==> config.mk <==
export PLATFORM = sky130hd
export DESIGN_NAME = lsu_ctrl_flat
export DESIGN_NICKNAME = d
export VERILOG_FILES = /design/src/rtl/lsu_ctrl_if.sv /design/src/rtl/lsu_ctrl.sv /design/src/flat_wrapper.sv
export SDC_FILE = /design/constraint.sdc
export NUM_CORES = 1
export LEC_CHECK = 0
export CORE_ASPECT_RATIO = 1.2
export CORE_MARGIN = 2
export CORE_UTILIZATION = 30
export CTS_CLUSTER_DIAMETER = 40
export DETAILED_ROUTE_END_ITERATION = 8
export PLACE_DENSITY = 0.71
export SLEW_MARGIN = 15
export SYNTH_ARGS = -nofsm -noshare
export SYNTH_HDL_FRONTEND = slang
export SYNTH_SLANG_ARGS = --single-unit
==> constraint.sdc <==
create_clock -name clk -period 7.85 [get_ports clk]
set_clock_uncertainty 0.15 [all_clocks]
set_input_delay 1.57 -clock clk [delete_from_list [all_inputs] [get_ports clk]]
set_output_delay 1.57 -clock clk [all_outputs]
set_load 0.05 [all_outputs]
==> src/rtl/lsu_ctrl_if.sv <==
// Data-memory request/acknowledge bus between the load/store unit and memory.
interface lsu_ctrl_if;
  logic        dm_req;
  logic        dm_we;
  logic [31:0] dm_addr;
  logic [3:0]  dm_be;
  logic [31:0] dm_wdata;
  logic        dm_ack;
  logic [31:0] dm_rdata;

  modport master (
    output dm_req, dm_we, dm_addr, dm_be, dm_wdata,
    input  dm_ack, dm_rdata
  );

  modport slave (
    input  dm_req, dm_we, dm_addr, dm_be, dm_wdata,
    output dm_ack, dm_rdata
  );
endinterface

==> src/rtl/lsu_ctrl.sv <==
// Load/store unit: decodes the memory strobes, runs one req/ack access to a
// variable-latency data memory and stalls the core until it completes or times out.
module lsu_ctrl #(
  parameter int unsigned TIMEOUT = 15
) (
  input  logic        clk,
  input  logic        reset,
  input  logic        Mem,
  input  logic        MemRead,
  input  logic        MemWrite,
  input  logic [2:0]  funct3,
  input  logic [31:0] addr,
  input  logic [31:0] wdata,
  output logic        stall,
  output logic [31:0] rdata,
  output logic        rdata_valid,
  output logic        fault,
  output logic        bus_err,
  lsu_ctrl_if.master  dm
);

  localparam int unsigned CW = (TIMEOUT < 2) ? 1 : $clog2(TIMEOUT + 1);
  localparam logic [CW-1:0] TO_LIMIT = CW'(TIMEOUT);

  typedef enum logic [1:0] {IDLE, BUSY, DONE} state_t;

  state_t        state_q, state_d;
  logic [CW-1:0] cnt_q, cnt_d;
  logic          dm_req_q, dm_req_d;
  logic          dm_we_q, dm_we_d;
  logic [31:0]   dm_addr_q, dm_addr_d;
  logic [3:0]    dm_be_q, dm_be_d;
  logic [31:0]   dm_wdata_q, dm_wdata_d;
  logic [2:0]    f3_q, f3_d;
  logic [1:0]    lo_q, lo_d;
  logic [31:0]   rdata_q, rdata_d;
  logic          rdata_valid_q, rdata_valid_d;
  logic          bus_err_q, bus_err_d;

  logic          is_load, is_store, f3_ok, aligned;
  logic          stall_c, fault_c;
  logic [3:0]    be_new;
  logic [31:0]   wdata_new;
  logic [7:0]    byte_sel;
  logic [15:0]   half_sel;
  logic [31:0]   load_ext;

  // MemRead wins over MemWrite; MemWrite alone without Mem is a JALR artefact.
  always_comb begin
    is_load  = Mem & MemRead;
    is_store = Mem & MemWrite & ~MemRead;
    if (is_load)
      f3_ok = (funct3 == 3'b000) || (funct3 == 3'b001) || (funct3 == 3'b010) ||
              (funct3 == 3'b100) || (funct3 == 3'b101);
    else
      f3_ok = ~funct3[2] && (funct3[1:0] != 2'b11);
    case (funct3[1:0])
      2'b00:   aligned = 1'b1;
      2'b01:   aligned = ~addr[0];
      default: aligned = (addr[1:0] == 2'b00);
    endcase

    be_new    = '1;
    wdata_new = wdata;
    if (is_store) begin
      case (funct3[1:0])
        2'b00: begin
          be_new    = 4'b0001 << addr[1:0];
          wdata_new = {4{wdata[7:0]}};
        end
        2'b01: begin
          be_new    = addr[1] ? 4'b1100 : 4'b0011;
          wdata_new = {2{wdata[15:0]}};
        end
        default: ;
      endcase
    end
  end

  always_comb begin
    case (lo_q)
      2'b00:   byte_sel = dm.dm_rdata[7:0];
      2'b01:   byte_sel = dm.dm_rdata[15:8];
      2'b10:   byte_sel = dm.dm_rdata[23:16];
      default: byte_sel = dm.dm_rdata[31:24];
    endcase
    half_sel = lo_q[1] ? dm.dm_rdata[31:16] : dm.dm_rdata[15:0];
    case (f3_q)
      3'b000:  load_ext = {{24{byte_sel[7]}}, byte_sel};
      3'b001:  load_ext = {{16{half_sel[15]}}, half_sel};
      3'b100:  load_ext = {24'h0, byte_sel};
      3'b101:  load_ext = {16'h0, half_sel};
      default: load_ext = dm.dm_rdata;
    endcase
  end

  always_comb begin
    state_d       = state_q;
    cnt_d         = cnt_q;
    dm_req_d      = dm_req_q;
    dm_we_d       = dm_we_q;
    dm_addr_d     = dm_addr_q;
    dm_be_d       = dm_be_q;
    dm_wdata_d    = dm_wdata_q;
    f3_d          = f3_q;
    lo_d          = lo_q;
    rdata_d       = '0;
    rdata_valid_d = 1'b0;
    bus_err_d     = 1'b0;
    stall_c       = 1'b0;
    fault_c       = 1'b0;

    case (state_q)
      IDLE: begin
        if (is_load || is_store) begin
          if (f3_ok && aligned) begin
            stall_c    = 1'b1;
            dm_req_d   = 1'b1;
            dm_we_d    = is_store;
            dm_addr_d  = {addr[31:2], 2'b00};
            dm_be_d    = be_new;
            dm_wdata_d = wdata_new;
            f3_d       = funct3;
            lo_d       = addr[1:0];
            cnt_d      = '0;
            state_d    = BUSY;
          end else begin
            fault_c = 1'b1;
          end
        end
      end
      BUSY: begin
        stall_c = 1'b1;
        if (dm.dm_ack) begin
          dm_req_d = 1'b0;
          dm_we_d  = 1'b0;
          state_d  = DONE;
          if (!dm_we_q) begin
            rdata_d       = load_ext;
            rdata_valid_d = 1'b1;
          end
        end else begin
          cnt_d = cnt_q + CW'(1);
          if (cnt_d == TO_LIMIT) begin
            dm_req_d  = 1'b0;
            dm_we_d   = 1'b0;
            bus_err_d = 1'b1;
            state_d   = DONE;
          end
        end
      end
      DONE:    state_d = IDLE;
      default: state_d = IDLE;
    endcase
  end

  always_ff @(posedge clk or posedge reset) begin
    if (reset) begin
      state_q       <= IDLE;
      cnt_q         <= '0;
      dm_req_q      <= 1'b0;
      dm_we_q       <= 1'b0;
      dm_addr_q     <= '0;
      dm_be_q       <= '0;
      dm_wdata_q    <= '0;
      f3_q          <= '0;
      lo_q          <= '0;
      rdata_q       <= '0;
      rdata_valid_q <= 1'b0;
      bus_err_q     <= 1'b0;
    end else begin
      state_q       <= state_d;
      cnt_q         <= cnt_d;
      dm_req_q      <= dm_req_d;
      dm_we_q       <= dm_we_d;
      dm_addr_q     <= dm_addr_d;
      dm_be_q       <= dm_be_d;
      dm_wdata_q    <= dm_wdata_d;
      f3_q          <= f3_d;
      lo_q          <= lo_d;
      rdata_q       <= rdata_d;
      rdata_valid_q <= rdata_valid_d;
      bus_err_q     <= bus_err_d;
    end
  end

  // The decode-driven pulses are gated so reset silences them immediately.
  assign stall       = stall_c & ~reset;
  assign fault       = fault_c & ~reset;
  assign rdata       = rdata_q;
  assign rdata_valid = rdata_valid_q;
  assign bus_err     = bus_err_q;
  assign dm.dm_req   = dm_req_q;
  assign dm.dm_we    = dm_we_q;
  assign dm.dm_addr  = dm_addr_q;
  assign dm.dm_be    = dm_be_q;
  assign dm.dm_wdata = dm_wdata_q;

endmodule

==> src/flat_wrapper.sv <==
// flat-port wrapper written by rule: the top's interface ports become plain ports
module lsu_ctrl_flat 
#(
  parameter int unsigned TIMEOUT = 15
)
  (clk, reset, Mem, MemRead, MemWrite, funct3, addr, wdata, stall, rdata, rdata_valid, fault, bus_err, dm_dm_req, dm_dm_we, dm_dm_addr, dm_dm_be, dm_dm_wdata, dm_dm_ack, dm_dm_rdata);
  lsu_ctrl_if dm_i ();
  input  logic clk;
  input  logic reset;
  input  logic Mem;
  input  logic MemRead;
  input  logic MemWrite;
  input  logic [2:0] funct3;
  input  logic [31:0] addr;
  input  logic [31:0] wdata;
  output logic stall;
  output logic [31:0] rdata;
  output logic rdata_valid;
  output logic fault;
  output logic bus_err;
  output wire logic [$bits(dm_i.dm_req)-1:0] dm_dm_req;
  output wire logic [$bits(dm_i.dm_we)-1:0] dm_dm_we;
  output wire logic [$bits(dm_i.dm_addr)-1:0] dm_dm_addr;
  output wire logic [$bits(dm_i.dm_be)-1:0] dm_dm_be;
  output wire logic [$bits(dm_i.dm_wdata)-1:0] dm_dm_wdata;
  input wire logic [$bits(dm_i.dm_ack)-1:0] dm_dm_ack;
  input wire logic [$bits(dm_i.dm_rdata)-1:0] dm_dm_rdata;
  assign dm_dm_req = dm_i.dm_req;
  assign dm_dm_we = dm_i.dm_we;
  assign dm_dm_addr = dm_i.dm_addr;
  assign dm_dm_be = dm_i.dm_be;
  assign dm_dm_wdata = dm_i.dm_wdata;
  assign dm_i.dm_ack = dm_dm_ack;
  assign dm_i.dm_rdata = dm_dm_rdata;
  lsu_ctrl #(.TIMEOUT(TIMEOUT)) u_core (.clk(clk), .reset(reset), .Mem(Mem), .MemRead(MemRead), .MemWrite(MemWrite), .funct3(funct3), .addr(addr), .wdata(wdata), .stall(stall), .rdata(rdata), .rdata_valid(rdata_valid), .fault(fault), .bus_err(bus_err), .dm(dm_i));
endmodule
==> results.json, run 1 <==
{
  "clkLatencyLatePin_ns": 0.41,
  "ctsHoldBuffers": 0,
  "path_class": "input port to primary output",
  "holdPathEnd": "u_core.dm.dm_wdata[2]$_DFFE_PP0P_",
  "ys.flop_type": "dfrtp_1",
  "worstHoldStart": "u_core.dm.dm_wdata[2]$_DFFE_PP0P_",
  "die_w_um": 123,
  "fin_crit_sh_pct": 71.3,
  "hold_class": "register to register",
  "ant_nets": 0,
  "dp_hpwl_mm": 10.9,
  "cts_resized": 0,
  "antenna_found_initial": 0,
  "syn-mean-instance-area_um2": 11.9,
  "hold_viol": 0,
  "worstPathRequired_ns": 6.13,
  "ys_types": 45,
  "drv_slew": 0,
  "setup_viol": 0,
  "yosysSeqAreaShare_pct": 55.8,
  "grt_max_degree": 81,
  "routed_wl_mm": 14.9,
  "fin_crit_ns": 5.60,
  "synthesis.area_um2": 5070,
  "holdPathStages": 1,
  "grt_setup_unrepaired": "false",
  "synth_edf_count": 0,
  "grt_pass1_vias": 4576,
  "vias": 4122,
  "critPathMaxStageDelay_ns": 0.84,
  "io_pins": 211,
  "rows": 52,
  "vdd_drop_max_uv": 203,
  "worst_pin_slew_ns": 1.08,
  "timing.critical_path.fanout_max": 14,
  "num_antenna_cells": 0,
  "portBuffers": 208,
  "dr.pass1.iters": 5,
  "grt_pass1_wl_mm": 23.5,
  "yosys_warnings": 0,
  "arrival_ns": 3.88,
  "cts_tree": "done",
  "clock_sinks": 113,
  "rr_endpoint": "u_core.rdata[16]$_DFF_PP0_",
  "fp.dieArea_um2": 17900,
  "start_kind": "input port",
  "htreeDepth": 4,
  "fmax_mhz": 179,
  "endpoint_kind": "primary output",
  "start_util_pct": 30.3,
  "grt_use_total_pct": 17.1,
  "die_height_um": 146,
  "p_per_area_nw_per_um2": 330,
  "fin_nets": 738,
  "cts_buffer_depth": 2,
  "path_buf_inv": 3,
  "clk_pin_slew_ns": 0.05,
  "cts-buffers-inserted": 17,
  "ff2ff_path_depth": 4,
  "synthCells": 424,
  "place_congestion": 0.775,
  "critPathTopFamily": "buffers and inverters",
  "synthArstFlopShare_pct": 100,
  "relSlewSlack_pct": 27.6,
  "finalCoreUtilization_pct": 47.5,
  "synth-seq-cells": 113,
  "post_cts_buffers": 0,
  "drive_gt1_share_pct": 17.9,
  "root_buffer": "clkbuf_16",
  "critical_path.most_common_cell": "clkdlybuf4s50_1",
  "ff2ff_setup_slack_ns": 5.08,
  "r2r_start": "u_core.state_q[1]$_DFFE_PP0P_",
  "status": "completed",
  "core_um2": 16700,
  "slowest_stage": "clkdlybuf4s50_1",
  "maxCapViolations": 0,
  "wl_per_cell_um": 17.3,
  "crit_chain": "clkdlybuf4s50_1 > buf_4 > nor3_1 > o221ai_1 > a21oi_1 > clkdlybuf4s50_1",
  "hold_slack_ns": 0.351,
  "p_leak_nw": 3.41,
  "drc": 0,
  "drt_iter0_markers": 193,
  "vias_per_cell": 4.80,
  "tns_ns": 0,
  "grt-ovfl-total": 0,
  "area_delta_synth_final_pct": 56.9
}
==> cell type report <==
class	instances	area, um^2
fillers	1476	8770
flip-flops and latches	113	2830
repair buffers	213	2120
multi-input cells	268	2070
clock buffers	20	457
well taps	216	270
clock inverters	10	136
inverters	18	70.1
==> routing by layer <==
| metal | GRT usage [%] | part of all wire (%) | vias to the layer above |
|---|---|---|---|
| met5 | 0 | 0 | - |
| met4 | 5.34 | 1.6 | 0 |
| met3 | 6.95 | 8.1 | 18 |
| met2 | 30.2 | 52 | 167 |
| met1 | 18.5 | 39 | 2028 |
| li1 | - | - | 1909 |
==> cell families after synthesis <==
logic type / Yosys count / synth area share, %
and+or+nand+nor: 74 / 7.04
buffers and inverters: 44 / 3.90
AOI/OAI and AO/OA: 99 / 12.7
adders and majority gates: 2 / 0.494
DFF: 113 / 55.8
xor gates and xnor gates: 1 / 0.173
muxes: 90 / 19.8
other: 1 / 0.0740
==> flip-flops by register name (all words and copies together), names as in the netlist <==
signal / count
u_core.dm.dm_we: 1
u_core.lo_q: 2
u_core.state_q: 2
u_core.cnt_q: 4
u_core.rdata: 32
u_core.rdata_valid: 1
u_core.dm.dm_req: 1
u_core.dm.dm_wdata: 32
u_core.bus_err: 1
u_core.dm.dm_be: 4
u_core.dm.dm_addr: 30
u_core.f3_q: 3
==> synthesized netlist by cell type (all sizes together), types with 2 or more instances <==
| cell type | count | area share [%] |
|---|---|---|
| dfrtp | 113 | 56 |
| mux2 | 73 | 16 |
| o21ai | 48 | 4.7 |
| nand2 | 24 | 1.8 |
| nor2 | 22 | 1.6 |
| inv | 18 | 1.3 |
| a21o | 17 | 2.5 |
| mux2i | 16 | 3.2 |
| buf | 13 | 1.6 |
| clkbuf | 13 | 0.99 |
| a21oi | 12 | 1.2 |
| a221oi | 8 | 1.4 |
| or3 | 8 | 0.99 |
| nor2b | 5 | 0.62 |
| nand2b | 4 | 0.49 |
| a21boi | 2 | 0.30 |
| ha | 2 | 0.49 |
| nand3b | 2 | 0.30 |
| nor3 | 2 | 0.20 |
==> where the power goes <==
part,internal [W],switching [W]
clock network,0.000510,0.000263
logic,0.000383,0.000649
registers,0.000718,0.0000988
total,0.00161,0.00101
==> how the worst max path moves through the flow <==
stage | from | endpoint | slack, ns | cells after the start
2_1_floorplan | Mem | fault | 2.86 | 5
3_3_place_gp | funct3[0] | stall | 2.28 | 6
3_5_place_dp | funct3[0] | stall | 2.30 | 6
4_1_cts | funct3[0] | stall | 2.27 | 6
5_1_grt | funct3[0] | stall | 2.14 | 6
6_report | funct3[0] | stall | 2.25 | 6
==> through the flow <==
| stage | total power [W] | cell area, um^2 | worst slack (ns) | cells |
|---|---|---|---|---|
| after detailed placement | 0.00186 | 7350 | 2.30 | 828 |
| after global routing | 0.00274 | 7950 | 2.14 | 858 |
| final | 0.00262 | 7950 | 2.25 | 858 |
| after floorplan | 0.00147 | 5070 | 2.86 | 425 |
| after CTS | 0.00265 | 7950 | 2.27 | 858 |
| after global placement | 0.00184 | 7350 | 2.28 | 828 |
==> placed cells by master, fill, tap and decap left out, types with 16 or more instances in the layout <==
master and count:
a21o_1 17, clkbuf_16 17, clkdlybuf4s50_1 208, dfrtp_1 113, inv_1 17, mux2_2 73, mux2i_1 16, nand2_1 24
nor2_1 21, o21ai_0 47
(Power assumes the default switching activity.)
==> run 2, diff against run 1 <==
Clock period 7.85 ns to 5.4 ns, I/O delays scaled along.
==> run 2 against run 1 <==
Effect of this change:
- largest cell class unchanged
- count of clock-buffer cells in the layout up 2
- cell count is 0.35% higher
- register-to-register slack lost 2.4 ns
- non-clock buffer count is 1 higher
- sequential share of layout area about the same
- global-route usage is 0.16 points lower
- total power grew 44%
- clock power is 41% higher
- routed wire length is 0.67% lower
==> results.json, run 2 (same netlist as run 1, synthesis figures left out) <==
{
  "status": "completed",
  "ff2ff_path_depth": 4,
  "clock_sinks": 113,
  "routed_wl_mm": 14.8,
  "core_um2": 16700,
  "maxCapViolations": 0,
  "crit_chain": "clkdlybuf4s50_1 > nor3_1 > o221ai_1 > a21oi_1 > clkdlybuf4s50_1",
  "drt_iter0_markers": 188,
  "grt_pass1_wl_mm": 23.4,
  "grt-ovfl-total": 0,
  "relSlewSlack_pct": 29.5,
  "hold_class": "register to register",
  "io_pins": 211,
  "p_leak_nw": 3.41,
  "path_class": "input port to primary output",
  "arrival_ns": 3.30,
  "vias_per_cell": 4.80,
  "start_util_pct": 30.3,
  "drc": 0,
  "num_antenna_cells": 0,
  "cts_buffer_depth": 2,
  "endpoint_kind": "primary output",
  "critical_path.most_common_cell": "clkdlybuf4s50_1",
  "rows": 52,
  "worstPathRequired_ns": 4.17,
  "antenna_found_initial": 0,
  "fmax_mhz": 221,
  "clkLatencyLatePin_ns": 0.41,
  "final_cell_mix": "clkdlybuf4s50_1 (208), dfrtp_1 (113), mux2_2 (73), o21ai_0 (47), nand2_1 (24)",
  "grt_max_degree": 85,
  "fin_crit_ns": 4.53,
  "portBuffers": 208,
  "wl_per_cell_um": 17.1,
  "fin_nets": 739,
  "final_common_cell": "clkdlybuf4s50_1",
  "cts-buffers-inserted": 17,
  "ant_nets": 0,
  "r2r_start": "u_core.state_q[1]$_DFFE_PP0P_",
  "vdd_drop_max_uv": 264,
  "hold_slack_ns": 0.353,
  "crit_path_start": "funct3[0]",
  "grt_use_total_pct": 17.0,
  "cts_resized": 0,
  "final_cells": 861,
  "die_w_um": 123,
  "drv_slew": 0,
  "tns_ns": 0,
  "cts_tree": "done",
  "htreeDepth": 4,
  "p_per_area_nw_per_um2": 474,
  "place_congestion": 0.791,
  "worst_pin_slew_ns": 1.05,
  "hold_viol": 0,
  "slowest_stage": "clkdlybuf4s50_1",
  "clk_pin_slew_ns": 0.05,
  "holdPathStages": 1,
  "vias": 4133,
  "fin_crit_sh_pct": 83.8,
  "grt_setup_unrepaired": "false",
  "place_inst": 829,
  "root_buffer": "clkbuf_16",
  "finalPower_w": 0.00377,
  "grt_pass1_vias": 4500,
  "worstHoldStart": "u_core.dm.dm_wdata[18]$_DFFE_PP0P_",
  "finalCoreUtilization_pct": 47.6,
  "ctsHoldBuffers": 0,
  "die_height_um": 146,
  "critPathMaxStageDelay_ns": 0.83,
  "fp.dieArea_um2": 17900,
  "dr.pass1.iters": 4,
  "timing.critical_path.fanout_max": 4,
  "dp_hpwl_mm": 10.8,
  "post_cts_buffers": 0,
  "area_delta_synth_final_pct": 57.0,
  "start_kind": "input port",
  "setup_viol": 0,
  "drive_gt1_share_pct": 18.0
}
==> run 2: final timing paths <==
path / end / slack [ns]
setup reg to reg: u_core.rdata[16]$_DFF_PP0_ / 2.71
max in group asynchronous: u_core.dm.dm_wdata[3]$_DFFE_PP0P_ / 3.05
hold reg to reg: u_core.dm.dm_wdata[18]$_DFFE_PP0P_ / 0.35
hold / removal: u_core.dm.dm_wdata[18]$_DFFE_PP0P_ / 0.35
setup / recovery: stall / 0.87
min in group asynchronous: u_core.rdata[10]$_DFF_PP0_ / 1.14
==> run 2: metrics by stage <==
stage | cell area [um^2] | setup slack (ns)
3_3_place_gp | 7370 | 0.880
6_report | 7950 | 0.872
5_1_grt | 7950 | 0.743
4_1_cts | 7950 | 0.868
2_1_floorplan | 5070 | 1.18
3_5_place_dp | 7370 | 0.876
==> run 2: critical path, delay by kind of cell <==
| kind | cells | cell delay, ns |
|---|---|---|
| AND/OR/NAND/NOR | 1 | 0.43 |
| AO/OA/AOI/OAI | 2 | 0.44 |
| buffers and inverters | 2 | 1.35 |
==> run 2: routing by layer <==
layer  share of wire [%]  global-route usage [%]  wire [um]  vias up
met5                   0                       0          0        -
met4                 2.2                    6.78        327        0
met3                 7.7                    5.94       1140       24
met2                  51                    29.1       7490      158
met1                  39                    19.0       5800     2036
li1                    -                       -          -     1915
==> run 2: layout make-up <==
type                    count  area [um^2]
inverters                  18         72.6
multi-input cells         268         2070
well taps                 216          270
flip-flops and latches    113         2830
clock inverters            10          110
fillers                  1487         8770
repair buffers            214         2140
clock buffers              22          464
==> run 2: where the power goes <==
group	leakage [nW]	switching (W)	internal (W)
registers	1.42	0.000140	0.00104
logic	1.71	0.000942	0.000558
clock network	0.272	0.000387	0.000699
==> run 3, diff against run 2 <==
Clock period 5.4 ns to 4.5 ns, I/O delays scaled along.
==> run 3 against run 2 <==
Effect of this change:
- die area stayed put
- routed wire length about the same
- setup slack better by 0.019 ns
- non-clock buffer count rose by 2
- cell count did not move
- first-iteration DRC count fell by 19%
- combinational power grew 20%
- register-to-register slack lost 0.66 ns
- critical path depth did not move
==> results.json, run 3 (same netlist as run 1, synthesis figures left out) <==
{
  "cts_tree": "done",
  "arrival_ns": 2.56,
  "wl_per_cell_um": 17.1,
  "start_util_pct": 30.3,
  "grt_pass1_vias": 4615,
  "die_height_um": 146,
  "vias_per_cell": 4.72,
  "start_kind": "input port",
  "setup_viol": 0,
  "final_common_cell": "clkdlybuf4s50_1",
  "layout_setup_ws_ns": 0.892,
  "hold_viol": 0,
  "core_um2": 16700,
  "cts_buffer_depth": 2,
  "num_antenna_cells": 0,
  "clk_pin_slew_ns": 0.05,
  "post_cts_buffers": 0,
  "ant_nets": 0,
  "grt_setup_unrepaired": "false",
  "path_class": "input port to primary output",
  "p_per_area_nw_per_um2": 561,
  "vdd_drop_max_uv": 317,
  "fp.dieArea_um2": 17900,
  "fin_nets": 741,
  "worstPathRequired_ns": 3.45,
  "p_leak_nw": 3.42,
  "critPathMaxStageDelay_ns": 0.49,
  "die_w_um": 123,
  "grt-ovfl-total": 0,
  "hold_slack_ns": 0.351,
  "slowest_stage": "clkdlybuf4s50_1",
  "drc": 0,
  "timing.critical_path.fanout_max": 3,
  "final_cells": 861,
  "worst_pin_slew_ns": 1.06,
  "status": "completed",
  "clkLatencyLatePin_ns": 0.40,
  "holdPathStages": 1,
  "relSlewSlack_pct": 28.8,
  "ff2ff_path_depth": 4,
  "crit_chain": "clkdlybuf4s50_1 > nor3_1 > o221ai_1 > a21oi_1 > buf_12",
  "final_cell_mix": "clkdlybuf4s50_1 (206), dfrtp_1 (113), mux2_2 (73), o21ai_0 (47), nand2_1 (24)",
  "cts-buffers-inserted": 17,
  "rows": 52,
  "cts_resized": 0,
  "fin_crit_sh_pct": 80.2,
  "vias": 4065,
  "fmax_mhz": 277,
  "dr.pass1.iters": 4,
  "fin_crit_ns": 3.61,
  "root_buffer": "clkbuf_16",
  "place_ws_ns": 0.907,
  "drv_slew": 0,
  "clock_sinks": 113,
  "ctsHoldBuffers": 0,
  "io_pins": 211,
  "grt_use_total_pct": 17.2,
  "grt_max_degree": 70,
  "tns_ns": 0,
  "routed_wl_mm": 14.7,
  "area_delta_synth_final_pct": 56.8,
  "dp_hpwl_mm": 10.9,
  "antenna_found_initial": 0,
  "place_inst": 831,
  "hold_class": "register to register",
  "endpoint_kind": "primary output",
  "drt_iter0_markers": 153,
  "portBuffers": 208,
  "drive_gt1_share_pct": 18.6,
  "grt_pass1_wl_mm": 23.8,
  "place_congestion": 0.819,
  "maxCapViolations": 0,
  "htreeDepth": 4
}
## run 3: final timing paths
path                                                   start                           endpoint  slack [ns]
max in group asynchronous                              reset     u_core.dm.dm_be[2]$_DFFE_PP0P_        2.54
hold / removal             u_core.dm.dm_addr[23]$_DFFE_PP0P_  u_core.dm.dm_addr[23]$_DFFE_PP0P_        0.35
min in group asynchronous                              reset           u_core.bus_err$_DFF_PP0_        0.87
setup reg to reg                  u_core.lo_q[1]$_DFFE_PP0P_         u_core.rdata[29]$_DFF_PP0_        2.05
hold reg to reg            u_core.dm.dm_addr[23]$_DFFE_PP0P_  u_core.dm.dm_addr[23]$_DFFE_PP0P_        0.35
setup / recovery                                   funct3[0]                              stall        0.89
## run 3: routing by layer
| metal | track usage (%) | part of all wire, % |
|---|---|---|
| met5 | 0 | 0 |
| met4 | 5.06 | 1.5 |
| met3 | 7.38 | 7.8 |
| met2 | 29.6 | 51 |
| met1 | 19.0 | 40 |
## run 3: worst max-delay path, delay by kind of cell
kind	cells	cell delay, ns
buffers and inverters	2	0.67
AO/OA/AOI/OAI	2	0.54
AND/OR/NAND/NOR	1	0.44
## run 3: per-stage QoR
stage / total power, W / instance area, um^2 / util, %
floorplan: 0.00256 / 5070 / -
global route: 0.00467 / 7940 / 47.5
global placement: 0.00321 / 7400 / 44.2
CTS: 0.00452 / 7940 / 47.5
finish: 0.00445 / 7940 / 47.5
detailed placement: 0.00325 / 7400 / 44.2
## run 3: report_power, final
part           leakage [nW]  internal, W  switching, W
Clock                 0.260     0.000776      0.000457
Sequential             1.42      0.00125      0.000166
Combinational          1.73     0.000673       0.00113
## run 3: layout make-up
cell class	count	area [um^2]
sequential	113	2830
inverter	18	70.1
fill	1526	8780
timing repair buffer	216	2160
multi-input combinational	268	2070
tap	216	270
clock inverter	10	88.8
clock buffer	20	457
